`src/rtl/ahb_slave_if_param.sv`:
```
// ---------------------------------------------------------------------------
// ahb_slave_if_param
//
// AHB-side front end of the AHB-to-APB bridge. It qualifies AHB transfers,
// decodes HADDR into NUM_SLV one-hot APB selects and pipelines
// address/data/direction PIPE_DEPTH deep. The pipeline holds while
// hready_in is low. Read data from the bridge FSM is passed straight back to
// the AHB master.
//
// Optional feature macro: AHB_SLV_ERR_RESP_EN
//   defined   : an out-of-window active transfer gets a two-cycle AHB ERROR
//               response from a small error FSM.
//   undefined : no FSM is built. hresp is tied 0 and hready_out = apb_ready.
//               Out-of-window transfers are silently ignored.
//
// Ports
//   hclk, hresetn     clock, asynchronous active-low reset
//   hwrite, hready_in, htrans, haddr, hwdata   AHB request side
//   pr_data           APB read data from the bridge FSM
//   apb_ready         bridge FSM ready (low inserts AHB wait states)
//   valid             qualified transfer into the bridge window this cycle
//   temp_sel          combinational one-hot slave select for the current haddr
//   sel_reg           temp_sel registered alongside pipeline stage 0
//   haddr_p/hwdata_p  packed pipeline stages, stage k at [k*W +: W], k=0 newest
//   hwrite_p          direction pipeline, stage k at bit k
//   hr_data           read data to the AHB master (= pr_data)
//   hready_out        AHB HREADYOUT
//   hresp             AHB HRESP (1 = ERROR)
//   err_state_dbg     current error FSM state (0 when the FSM is not built)
//
// Handshake: an AHB address phase is accepted on a rising hclk edge where
// hready_in is 1. Only then does the pipeline advance and the error FSM see
// the transfer. hready_out low tells the interconnect that the current data
// phase is not complete (the bridge is busy or the first error cycle is in
// progress).
// ---------------------------------------------------------------------------
module ahb_slave_if_param #(
  parameter int                ADDR_W      = 32,
  parameter int                DATA_W      = 32,
  parameter int                NUM_SLV     = 3,
  parameter logic [ADDR_W-1:0] BASE_ADDR   = 32'h8000_0000,
  parameter int                SLV_SZ_LOG2 = 26,
  parameter int                PIPE_DEPTH  = 2
) (
  input  logic                         hclk,
  input  logic                         hresetn,
  input  logic                         hwrite,
  input  logic                         hready_in,
  input  logic [1:0]                   htrans,
  input  logic [ADDR_W-1:0]            haddr,
  input  logic [DATA_W-1:0]            hwdata,
  input  logic [DATA_W-1:0]            pr_data,
  input  logic                         apb_ready,
  output logic                         valid,
  output logic [NUM_SLV-1:0]           temp_sel,
  output logic [NUM_SLV-1:0]           sel_reg,
  output logic [PIPE_DEPTH*ADDR_W-1:0] haddr_p,
  output logic [PIPE_DEPTH*DATA_W-1:0] hwdata_p,
  output logic [PIPE_DEPTH-1:0]        hwrite_p,
  output logic [DATA_W-1:0]            hr_data,
  output logic                         hready_out,
  output logic                         hresp,
  output logic [1:0]                   err_state_dbg
);

  // The window bounds use one extra bit so that a window that ends exactly at
  // the top of the address space cannot wrap around to zero.
  localparam logic [ADDR_W:0] WIN_LO   = {1'b0, BASE_ADDR};
  localparam logic [ADDR_W:0] WIN_SPAN = (ADDR_W+1)'(NUM_SLV) << SLV_SZ_LOG2;
  localparam logic [ADDR_W:0] WIN_HI   = WIN_LO + WIN_SPAN;

  typedef enum logic [1:0] {
    ERR_IDLE = 2'd0,
    ERR1     = 2'd1,
    ERR2     = 2'd2
  } err_state_e;

  // -------------------------------------------------------------------------
  // Transfer qualification and address decode
  // -------------------------------------------------------------------------
  logic              active;
  logic              in_win;
  logic [ADDR_W:0]   addr_ext;
  logic [ADDR_W-1:0] offset;
  logic [ADDR_W-1:0] slot;

  always_comb begin
    // NONSEQ (2'b10) and SEQ (2'b11) are the only types with bit 1 set.
    active   = htrans[1];
    addr_ext = {1'b0, haddr};
    in_win   = (addr_ext >= WIN_LO) && (addr_ext < WIN_HI);
    offset   = haddr - BASE_ADDR;
    slot     = offset >> SLV_SZ_LOG2;
    valid    = hready_in & active & in_win;
    temp_sel = '0;
    for (int i = 0; i < NUM_SLV; i++) begin
      temp_sel[i] = in_win && (slot == ADDR_W'(i));
    end
  end

  // -------------------------------------------------------------------------
  // Address / data / direction pipeline
  // -------------------------------------------------------------------------
  logic [PIPE_DEPTH*ADDR_W-1:0] haddr_p_q,  haddr_p_d;
  logic [PIPE_DEPTH*DATA_W-1:0] hwdata_p_q, hwdata_p_d;
  logic [PIPE_DEPTH-1:0]        hwrite_p_q, hwrite_p_d;
  logic [NUM_SLV-1:0]           sel_reg_q,  sel_reg_d;

  always_comb begin
    haddr_p_d  = haddr_p_q;
    hwdata_p_d = hwdata_p_q;
    hwrite_p_d = hwrite_p_q;
    sel_reg_d  = sel_reg_q;
    if (hready_in) begin
      // Shift every stage one slot older, then put the new request in
      // stage 0. This form also works for a depth of one.
      haddr_p_d              = haddr_p_q << ADDR_W;
      haddr_p_d[ADDR_W-1:0]  = haddr;
      hwdata_p_d             = hwdata_p_q << DATA_W;
      hwdata_p_d[DATA_W-1:0] = hwdata;
      hwrite_p_d             = hwrite_p_q << 1;
      hwrite_p_d[0]          = hwrite;
      sel_reg_d              = temp_sel;
    end
  end

  always_ff @(posedge hclk or negedge hresetn) begin
    if (!hresetn) begin
      haddr_p_q  <= '0;
      hwdata_p_q <= '0;
      hwrite_p_q <= '0;
      sel_reg_q  <= '0;
    end else begin
      haddr_p_q  <= haddr_p_d;
      hwdata_p_q <= hwdata_p_d;
      hwrite_p_q <= hwrite_p_d;
      sel_reg_q  <= sel_reg_d;
    end
  end

  assign haddr_p  = haddr_p_q;
  assign hwdata_p = hwdata_p_q;
  assign hwrite_p = hwrite_p_q;
  assign sel_reg  = sel_reg_q;
  assign hr_data  = pr_data;

  // -------------------------------------------------------------------------
  // AHB response
  // -------------------------------------------------------------------------
`ifdef AHB_SLV_ERR_RESP_EN
  err_state_e err_state_q, err_state_d;
  logic       bad_xfer;

  always_comb begin
    bad_xfer    = hready_in & active & ~in_win;
    err_state_d = err_state_q;
    hresp       = 1'b0;
    unique case (err_state_q)
      ERR_IDLE: begin
        if (bad_xfer) err_state_d = ERR1;
      end
      ERR1: begin
        hresp       = 1'b1;
        err_state_d = ERR2;
      end
      ERR2: begin
        // The second error cycle only completes once the bridge is ready.
        // A new bad transfer in that cycle restarts the response.
        hresp = 1'b1;
        if (apb_ready) err_state_d = bad_xfer ? ERR1 : ERR_IDLE;
      end
      default: err_state_d = ERR_IDLE;
    endcase
    hready_out = apb_ready & (err_state_q != ERR1);
  end

  always_ff @(posedge hclk or negedge hresetn) begin
    if (!hresetn) err_state_q <= ERR_IDLE;
    else          err_state_q <= err_state_d;
  end

  assign err_state_dbg = err_state_q;
`else
  always_comb begin
    hresp      = 1'b0;
    hready_out = apb_ready;
  end

  assign err_state_dbg = ERR_IDLE;
`endif

endmodule

```
`config.mk`:
```
export PLATFORM = sky130hd
export DESIGN_NAME = ahb_slave_if_param
export DESIGN_NICKNAME = d
export VERILOG_FILES = /design/src/rtl/ahb_slave_if_param.sv
export SDC_FILE = /design/constraint.sdc
export NUM_CORES = 1
export LEC_CHECK = 0
export CORE_MARGIN = 3
export CORE_UTILIZATION = 43
export DETAILED_ROUTE_END_ITERATION = 7
export GPL_TIMING_DRIVEN = 0
export PLACE_DENSITY = 0.86
export SYNTH_ARGS = -nofsm -noshare
export SYNTH_HDL_FRONTEND = slang
export SYNTH_SLANG_ARGS = --single-unit
export TNS_END_PERCENT = 10
```
`constraint.sdc`:
```
create_clock -name hclk -period 2.2 [get_ports hclk]
set_clock_uncertainty 0.05 [all_clocks]
set_input_delay 0.33 -clock hclk [delete_from_list [all_inputs] [get_ports hclk]]
set_output_delay 0.33 -clock hclk [all_outputs]
set_load 0.05 [all_outputs]
```
Yosys cells after proc, flatten, opt, wreduce, memory -nomap -nowiden
Cells that the tools add are included.
{"block": "word_totals", "latch_bits": 0, "ramBits": 0, "mem_count": 0, "rom_bits": 0, "input_bits": 103, "register_bits": 133}
{"block": "classes", "shift": 0, "add_sub_neg": 1, "n_bitwise": 2, "magnitude_cmp": 2, "n_eq_ne": 2, "multipliers": 0, "div": 0, "muxes": 0, "n_reduce_logical": 5}
{"operator": "32-bit >= comparator (second input constant)", "count": 1}
{"operator": "32-bit logical NOT", "count": 1}
{"operator": "32-bit less-than comparator (second input constant)", "count": 1}
{"operator": "32-bit subtractor (second input constant)", "count": 1}
{"operator": "6-bit by 1-bit == test with 1-bit output (second input constant)", "count": 1}
{"operator": "6-bit by 2-bit == test with 1-bit output (second input constant)", "count": 1}
{"operator": "1-bit logical AND", "count": 4}
{"operator": "1-bit bitwise AND", "count": 2}

Longest topological paths before layout
Gate-level depths: netlist of the first run.
{"block": "depth", "depth_word": 3, "depth_mapped": 5, "depth_no_buf": 2}

Worst setup path after synthesis of the first run
OpenSTA, ideal clock, no wires.
{"block": "synth_path", "path_kind": "input to output", "start": "input haddr[28]", "end": "output valid", "setup_slack_ps": -374, "arrival_ps": 2194, "n_path_buf": 1, "stages": 3, "path_cell_list": "or4b_4 buf_6 a211oi_1"}
{"block": "synth_between", "elab_chain_len": 3}
{"item": "start: declaration", "line_no": "50", "source": "input logic [ADDR_W-1:0] haddr,"}
{"item": "32-bit >= comparator or 32-bit less-than comparator (tied branches)", "line_no": "91", "source": "in_win = (addr_ext >= WIN_LO) && (addr_ext < WIN_HI);"}
{"item": "1-bit logical AND (*)", "line_no": "91"}
{"item": "1-bit bitwise AND (*)", "line_no": "94", "source": "valid = hready_in & active & in_win;"}
{"item": "end: declaration", "line_no": "54", "source": "output logic valid,"}
Every way passes the cells marked *; elsewhere a longest branch is shown, timed or not.

Worst setup path after layout of the first run
{"block": "layout_path", "start": "input haddr[31]", "end": "output temp_sel[2]"}
{"block": "layout_between", "elab_chain_len": 3}
{"item": "32-bit subtractor (tied with other cells)", "line_no": "92", "source": "offset = haddr - BASE_ADDR;"}
{"item": "6-bit by 2-bit == test with 1-bit output or 1-bit logical AND (tied branches)", "line_no": "97, 91"}
{"item": "1-bit logical AND (*)", "line_no": "97", "source": "temp_sel[i] = in_win && (slot == ADDR_W'(i));"}
{"item": "end: declaration", "line_no": "55", "source": "output logic [NUM_SLV-1:0] temp_sel,"}
Marks and branches as above.

==> out/metrics.yaml, run 1 <==
status: "completed"
p_per_area_mw_per_mm2: 956
path_class: "input pin to primary output"
grt_max_degree: 75
grt_pass1_wl_um: 21400
dr.pass1.iters: 4
grt_pass1_vias: 3939
setup_violations: 0
drv_slew: 0
finalPower_mw: 8.04
grt-ovfl-total: 0
finalCritPeriodShare_pct: 98.3
hpwl_um: 10700
io_buffers: 237
p_leak_nw: 3.58
path_clk_slew_ns: 0.05
max-slew-margin-rel_pct: 62.8
start_util_pct: 45.0
routed-via-count: 3620
hold_path.class: "input pin to asynchronous set/reset pin"
cts_inserted_buffers: 17
cp-start-kind: "input pin"
vias_per_cell: 4.85
ys_ff_latch: 133
cp_max_fo: 6
grt_use_total_pct: 20.9
drc_errors: 0
synth_top_area_cell: "dfrtp_1"
synthTopCellsByArea: "dfrtp_1 (63%), mux2_2 (26%), buf_4 (5.1%)"
area_growth_pct: 59.7
utilization_pct: 71.9
ys_warn_count: 0
cp-end-kind: "primary output"
period_needed_ns: 2.16
rsz0062_at_grt: "false"
cp.required_ns: 1.82
clock_latency_ns: 0.41
dieHeight_um: 117
ys_seq_area_share_pct: 63.1
whs_ns: 0.450
die-area_mm2: 0.0136
root_buffer: "clkbuf_16"
finalSetupTns_ns: 0
ios: 276
num_rows: 39
antenna_found_initial: 0
wire_per_inst_um: 18.9
drt_wl_total_um: 14100
n_antenna_cell: 0
clockBufferDepth: 2
fmax_ghz: 0.462
finalHoldViolCount: 0
drt_iter0_drc: 129
coreArea_mm2: 0.0117
die_w_um: 117
avgSynthCellArea_um2: 15.9
gp_congestion: 0.789
cts_tree: "done"
drive_gt1_share_pct: 35.3
layout_common_cells: "clkdlybuf4s50_1 (232), dfrtp_1 (133), mux2_2 (123)"
synth_area_mm2: 0.00527
vdd_ir_drop_max_mv: 0.637
nets: 696
synth.distinct_cells: 16
clock_sinks: 133
worst_slew_pin_slew_ns: 0.559
syn_inst: 332
final_common_cell: "clkdlybuf4s50_1"
yosysTopAreaCellShare_pct: 63.1
route.antenna.remaining_nets: 0
cts_max_level: 4
critPathArrivalTime_ns: 1.78
cap_violations: 0
==> kinds of logic after synthesis <==
family,share of synthesized area [%]
flip-flops,63.1
multiplexers,27.6
buffers and inverters,7.12
AND/OR/NAND/NOR,0.949
AO/OA/AOI/OAI,1.16
other,0.0711
==> where the power goes <==
part	internal (mW)	switching (mW)	leakage (nW)	total, mW
clock	1.62	0.935	0.267	2.56
combinational	0.952	1.60	1.75	2.55
sequential	2.75	0.185	1.56	2.94
total	5.32	2.72	3.58	8.04
==> worst max-delay path, cell delays in order <==
cell	delay [ns]
clkdlybuf4s50_1	0.50
or4b_4	0.53
nor3_1	0.15
clkbuf_4	0.26
==> repair_timing <==
action / 4_1_cts / 5_1_grt
endpoints found under the hold margin: 59 / 0
pin swaps: 1 / 2
hold buffers: 1 / 0
gates resized for setup: 27 / 2
endpoints found under the setup margin: 4 / 3
buffers inserted: 2 / 0
==> per-layer routing <==
layer | wire length, um | share of wire (%) | up-vias | global-route usage, %
met5 | 0 | 0 | - | 0
met4 | 248 | 1.8 | 0 | 7.26
met3 | 1270 | 9.0 | 21 | 7.51
met2 | 7610 | 54 | 170 | 37.7
met1 | 4970 | 35 | 1796 | 22.8
li1 | - | - | 1633 | -
==> worst paths after layout <==
| check | start | end | slack, ns | cells after the start |
|---|---|---|---|---|
| setup / recovery | haddr[31] | temp_sel[2] | 0.04 | 4 |
| hold / removal | hresetn | haddr_p[17] | 0.45 | 2 |
| setup reg to reg | hwdata_p[8] | hwdata_p[8] | 1.33 | 1 |
| hold reg to reg | haddr_p[50] | haddr_p[50] | 0.45 | 1 |
| max in group asynchronous | hresetn | hwdata_p[26] | 0.92 | 3 |
| min in group hclk | haddr_p[50] | haddr_p[50] | 0.45 | 1 |
==> synthesized netlist by cell type <==
cell type,number
mux2_1,6
buf_6,1
o32ai_2,3
nand2b_1,1
nor3b_2,1
mux2_2,123
o21ai_0,1
or4b_4,1
conb_1,1
nand2_1,2
buf_4,36
inv_1,5
dfrtp_1,133
nor3_1,2
buf_2,15
a211oi_1,1
==> through the flow <==
step	cell area [um^2]	setup slack, ns	cells
2_1_floorplan	5280	-0.225	334
3_3_place_gp	7840	-4.15	714
3_5_place_dp	7860	-0.698	715
4_1_cts	8410	0.00621	747
5_1_grt	8420	0.00139	747
6_report	8420	0.0371	747
==> final cells by class <==
type,count,area [um^2]
Timing Repair Buffer,241,2420
Multi-Input combinational cell,144,1590
Tap cell,143,179
Clock buffer,25,485
Fill cell,777,3290
Buffer,51,345
Inverter,5,18.8
Sequential cell,133,3330
Clock inverter,5,50.0
(Power assumes the default switching activity.)
==> inputs of run 2 (changes only) <==
- CTS_CLUSTER_DIAMETER: not set -> 100
- REMOVE_ABC_BUFFERS: not set -> 1
==> out/metrics.yaml, run 2 (same netlist as run 1, synthesis figures left out) <==
status: "completed"
p_per_area_mw_per_mm2: 1010
cp-start-kind: "input pin"
area_growth_pct: 47.7
cp_top_family: "buffers and inverters"
critPathArrivalTime_ns: 1.78
r2r_end: "hwdata_p[8]"
dr.pass1.iters: 4
rrSetupSlack_ns: 1.33
grt_use_total_pct: 20.2
cpPeakStageDelay_ns: 0.53
p_leak_nw: 3.25
die-area_mm2: 0.0136
p_sw_mw: 2.57
cp.required_ns: 1.82
path_cells: "clkdlybuf4s50_1 > or4b_4 > a211oi_2 > buf_6"
root_buffer: "clkbuf_16"
antenna_found_initial: 0
crit_slowest_cell: "or4b_4"
reg2reg_depth: 1
n_antenna_cell: 0
fillers: 859
path_buf_inv: 2
met2_wirelength_um: 6320
hpwl_um: 9870
die_w_um: 117
hold_path.class: "input pin to flop"
p_seq_share_pct: 37.2
dr_wl_met3_um: 2210
whs_ns: 0.178
cts_tree: "done"
dieHeight_um: 117
min_path_cells: 2
finalCritPeriodShare_pct: 98.3
grt-ovfl-total: 0
final_common_cell: "clkdlybuf4s50_1"
grt_pass1_wl_um: 20300
layout_common_cells: "clkdlybuf4s50_1 (198), dfrtp_1 (133), mux2_2 (123)"
crit_start: "haddr[31]"
clockBufferDepth: 2
fmax_ghz: 0.462
nets: 613
route.antenna.remaining_nets: 0
intPower_mw: 5.29
comb_power_share_pct: 29.3
drt_iter0_drc: 167
drv_slew: 0
num_rows: 39
vdd_ir_drop_max_mv: 0.599
grt_max_degree: 73
drc_errors: 0
coreArea_mm2: 0.0117
finalHoldViolCount: 0
grt_pass1_vias: 3717
worst_slew_pin_slew_ns: 0.619
timing.rr.start: "hwdata_p[8]"
drive_gt1_share_pct: 31.5
setup_violations: 0
hp-start: "haddr[30]"
period_needed_ns: 2.16
rsz0062_at_grt: "true"
clkPwrFrac_pct: 33.5
io_buffers: 205
clock_sinks: 133
cp-end-kind: "primary output"
clock_latency_ns: 0.40
holdPathEnd: "haddr_p[30]"
path_class: "input pin to primary output"
p_sw_share_pct: 32.7
max-slew-margin-rel_pct: 58.7
ios: 276
routed-via-count: 3386
cts_inserted_buffers: 17
start_util_pct: 45.0
path_clk_slew_ns: 0.05
routed.top_layer: "met5"
drt_wl_total_um: 13500
cts_max_level: 4
wl_met1_um: 4620
gp_congestion: 0.694
vias_per_cell: 5.10
cap_violations: 0
wire_per_inst_um: 20.4
cp_max_fo: 5
utilization_pct: 66.5
[run 2: changes by cell type in the layout (fill, tap and decap cells not counted), moves of 2 or more]
cell / change
clkbuf_8: +2
buf_4: -36
clkdlybuf4s50_1: -34
buf_2: -15
[run 2: metal layers]
| metal | track usage [%] | up-vias |
|---|---|---|
| met1 | 20.6 | 1678 |
| met2 | 30.3 | 212 |
| li1 | - | 1468 |
| met5 | 8.89 | - |
| met3 | 15.7 | 24 |
| met4 | 7.72 | 4 |
[run 2: how the worst max path moves through the flow]
| stage | cells past startpoint | slack, ns | endpoint |
|---|---|---|---|
| global route | 4 | -0.004 | temp_sel[1] |
| detailed placement | 4 | -0.65 | valid |
| floorplan | 2 | -0.32 | valid |
| finish | 4 | 0.04 | valid |
| global placement | 4 | -4.25 | valid |
| CTS | 4 | 0.02 | temp_sel[1] |
[run 2: cell type report]
cell class,instances,area [um^2],area share [%]
Sequential cell,133,3330,42.7
Timing Repair Buffer,209,2130,27.3
Multi-Input combinational cell,144,1580,20.3
Clock buffer,26,509,6.54
Tap cell,143,179,2.30
Clock inverter,4,45.0,0.578
Inverter,5,18.8,0.241
[run 2: power by group through the flow]
stage                     registers [mW]  clock network, mW  logic (mW)
after floorplan                     4.01                  0       0.316
after global placement              2.94                  0        2.32
after detailed placement            2.97                  0        2.31
after CTS                           2.94               2.70        2.33
after global routing                2.97               2.82        2.39
final                               2.93               2.64        2.30
[run 2: repair_timing]
item | in CTS | in global routing
endpoints found under the setup margin | 4 | 2
pin swaps | 1 | 0
endpoints found under the hold margin | 66 | 0
gates cloned | 0 | 0
hold buffers | 1 | 0
setup buffers | 1 | 0
resized for setup | 28 | 3
[run 2: stage by stage]
stage	power [mW]	setup WS (ns)	TNS, ns	cell area [um^2]	cells
floorplan	4.33	-0.317	-0.644	4920	282
global placement	5.26	-4.25	-994.56	7150	630
detailed placement	5.28	-0.650	-2.52	7210	632
CTS	7.96	0.0156	0	7780	664
global route	8.19	-0.00433	-0.00433	7790	664
finish	7.87	0.0378	0	7790	664
==> inputs of run 3 (changes only) <==
- CELL_PAD_IN_SITES_DETAIL_PLACEMENT: not set -> 1
- CELL_PAD_IN_SITES_GLOBAL_PLACEMENT: not set -> 1
- CORE_UTILIZATION: 43 -> 33
==> out/metrics.yaml, run 3 (same netlist as run 1, synthesis figures left out) <==
status: "completed"
die_w_um: 132
cp_max_fo: 6
clkPwrFrac_pct: 36.7
gp_congestion: 0.702
coreArea_mm2: 0.0154
path_cells: "clkdlybuf4s50_1 > or4b_4 > nor3b_2 > buf_6"
drive_gt1_share_pct: 32.6
timing.rr.start: "hwdata_p[23]"
p_sw_mw: 2.68
wire_per_inst_um: 19.6
layout_common_cells: "clkdlybuf4s50_1 (198), dfrtp_1 (133), mux2_2 (123)"
cp.required_ns: 1.82
cpPeakStageDelay_ns: 0.54
path_buf_inv: 2
p_seq_share_pct: 35.4
hpwl_um: 10700
wl_met1_um: 5970
met2_wirelength_um: 6640
grt_use_total_pct: 16.7
r2r_end: "hwdata_p[23]"
cp-end-kind: "primary output"
holdPathEnd: "haddr_p[30]"
rrSetupSlack_ns: 1.33
cp-start-kind: "input pin"
routed.top_layer: "met5"
period_needed_ns: 2.14
cap_violations: 0
drc_errors: 0
path_clk_slew_ns: 0.05
grt_pass1_vias: 3810
worst_slew_pin_slew_ns: 0.545
route.antenna.remaining_nets: 0
grt-ovfl-total: 0
fillers: 1515
finalCritPeriodShare_pct: 97.2
num_rows: 45
finalHoldViolCount: 0
drt_iter0_drc: 65
grt_pass1_wl_um: 22600
clockBufferDepth: 2
fmax_ghz: 0.468
max-slew-margin-rel_pct: 63.6
p_leak_nw: 3.29
dr_wl_met3_um: 1600
routed-via-count: 3361
timing.final.ws_setup_ns: 0.0611
start_util_pct: 34.2
finalSetupTns_ns: 0
pre_cts_ws_ns: -0.711
dieHeight_um: 132
cts_inserted_buffers: 17
dr.pass1.iters: 3
reg2reg_depth: 1
p_sw_share_pct: 32.3
clock_sinks: 133
clock_latency_ns: 0.40
min_path_cells: 2
cp_top_family: "simple AND/OR/NAND/NOR gates"
intPower_mw: 5.62
vias_per_cell: 4.57
critPathArrivalTime_ns: 1.76
cts_tree: "done"
final_common_cell: "clkdlybuf4s50_1"
comb_power_share_pct: 27.9
n_antenna_cell: 0
die-area_mm2: 0.0175
nets: 615
rsz0062_at_grt: "true"
area_growth_pct: 51.6
ios: 276
path_class: "input pin to primary output"
vdd_ir_drop_max_mv: 0.470
antenna_found_initial: 0
hold_path.class: "input pin to flop"
io_buffers: 205
setup_violations: 0
crit_slowest_cell: "or4b_4"
root_buffer: "clkbuf_16"
grt_max_degree: 105
drv_slew: 0
hp-start: "haddr[30]"
p_per_area_mw_per_mm2: 1040
drt_wl_total_um: 14400
cts_max_level: 4
-- run 3: cell count changes in the layout (fill, tap and decap cells not counted), moves of 2 or more --
cell | before | now
clkbuf_8 | 5 | 0
bufinv_16 | 1 | 5
clkinv_4 | 0 | 3
buf_4 | 3 | 5
clkbuf_1 | 4 | 2
clkinvlp_4 | 0 | 2
-- run 3: metal layers --
layer,track usage (%),vias to the layer above
met5,1.67,-
met4,4.85,2
met3,9.31,18
met2,25.5,183
met1,20.2,1683
li1,-,1475
-- run 3: through the flow --
stage	std cells	total power, mW	hold WS, ns	util, %	cell area [um^2]
finish	736	8.29	0.161	51.8	7990
global route	736	8.64	0.168	51.8	7990
CTS	733	8.42	0.319	51.5	7940
detailed placement	700	5.31	0.175	47.3	7300
global placement	698	5.28	0.437	46.9	7240
floorplan	282	4.33	-0.0156	-	4920
-- run 3: power groups by stage --
stage | logic, mW | clock network [mW] | registers [mW]
floorplan | 0.316 | 0 | 4.01
global placement | 2.33 | 0 | 2.95
detailed placement | 2.33 | 0 | 2.98
CTS | 2.34 | 3.14 | 2.94
global route | 2.40 | 3.26 | 2.98
finish | 2.32 | 3.04 | 2.93
-- run 3: final cells by class --
class	count	area, um^2	share of cell area [%]
Clock buffer	19	433	5.42
Inverter	5	18.8	0.235
Clock inverter	13	206	2.58
Tap cell	211	264	3.30
Multi-Input combinational cell	144	1590	19.9
Timing Repair Buffer	211	2150	26.9
Sequential cell	133	3330	41.7
-- run 3: worst max-delay path by stage --
| stage | depth (start not counted) | endpoint | from | slack [ns] |
|---|---|---|---|---|
| 2_1_floorplan | 2 | valid | haddr[28] | -0.32 |
| 3_3_place_gp | 4 | valid | hready_in | -4.37 |
| 3_5_place_dp | 4 | valid | haddr[28] | -0.71 |
| 4_1_cts | 4 | valid | haddr[28] | -0.04 |
| 5_1_grt | 4 | temp_sel[2] | haddr[29] | -0.02 |
| 6_report | 4 | temp_sel[1] | haddr[31] | 0.06 |
-- run 3: timing repair --
action / in CTS / in global routing
pin swaps: 0 / 3
setup buffers: 0 / 3
gates resized for setup: 29 / 6
endpoints found under the setup margin: 4 / 4
hold buffers: 1 / 0
hold endpoints to repair: 29 / 0
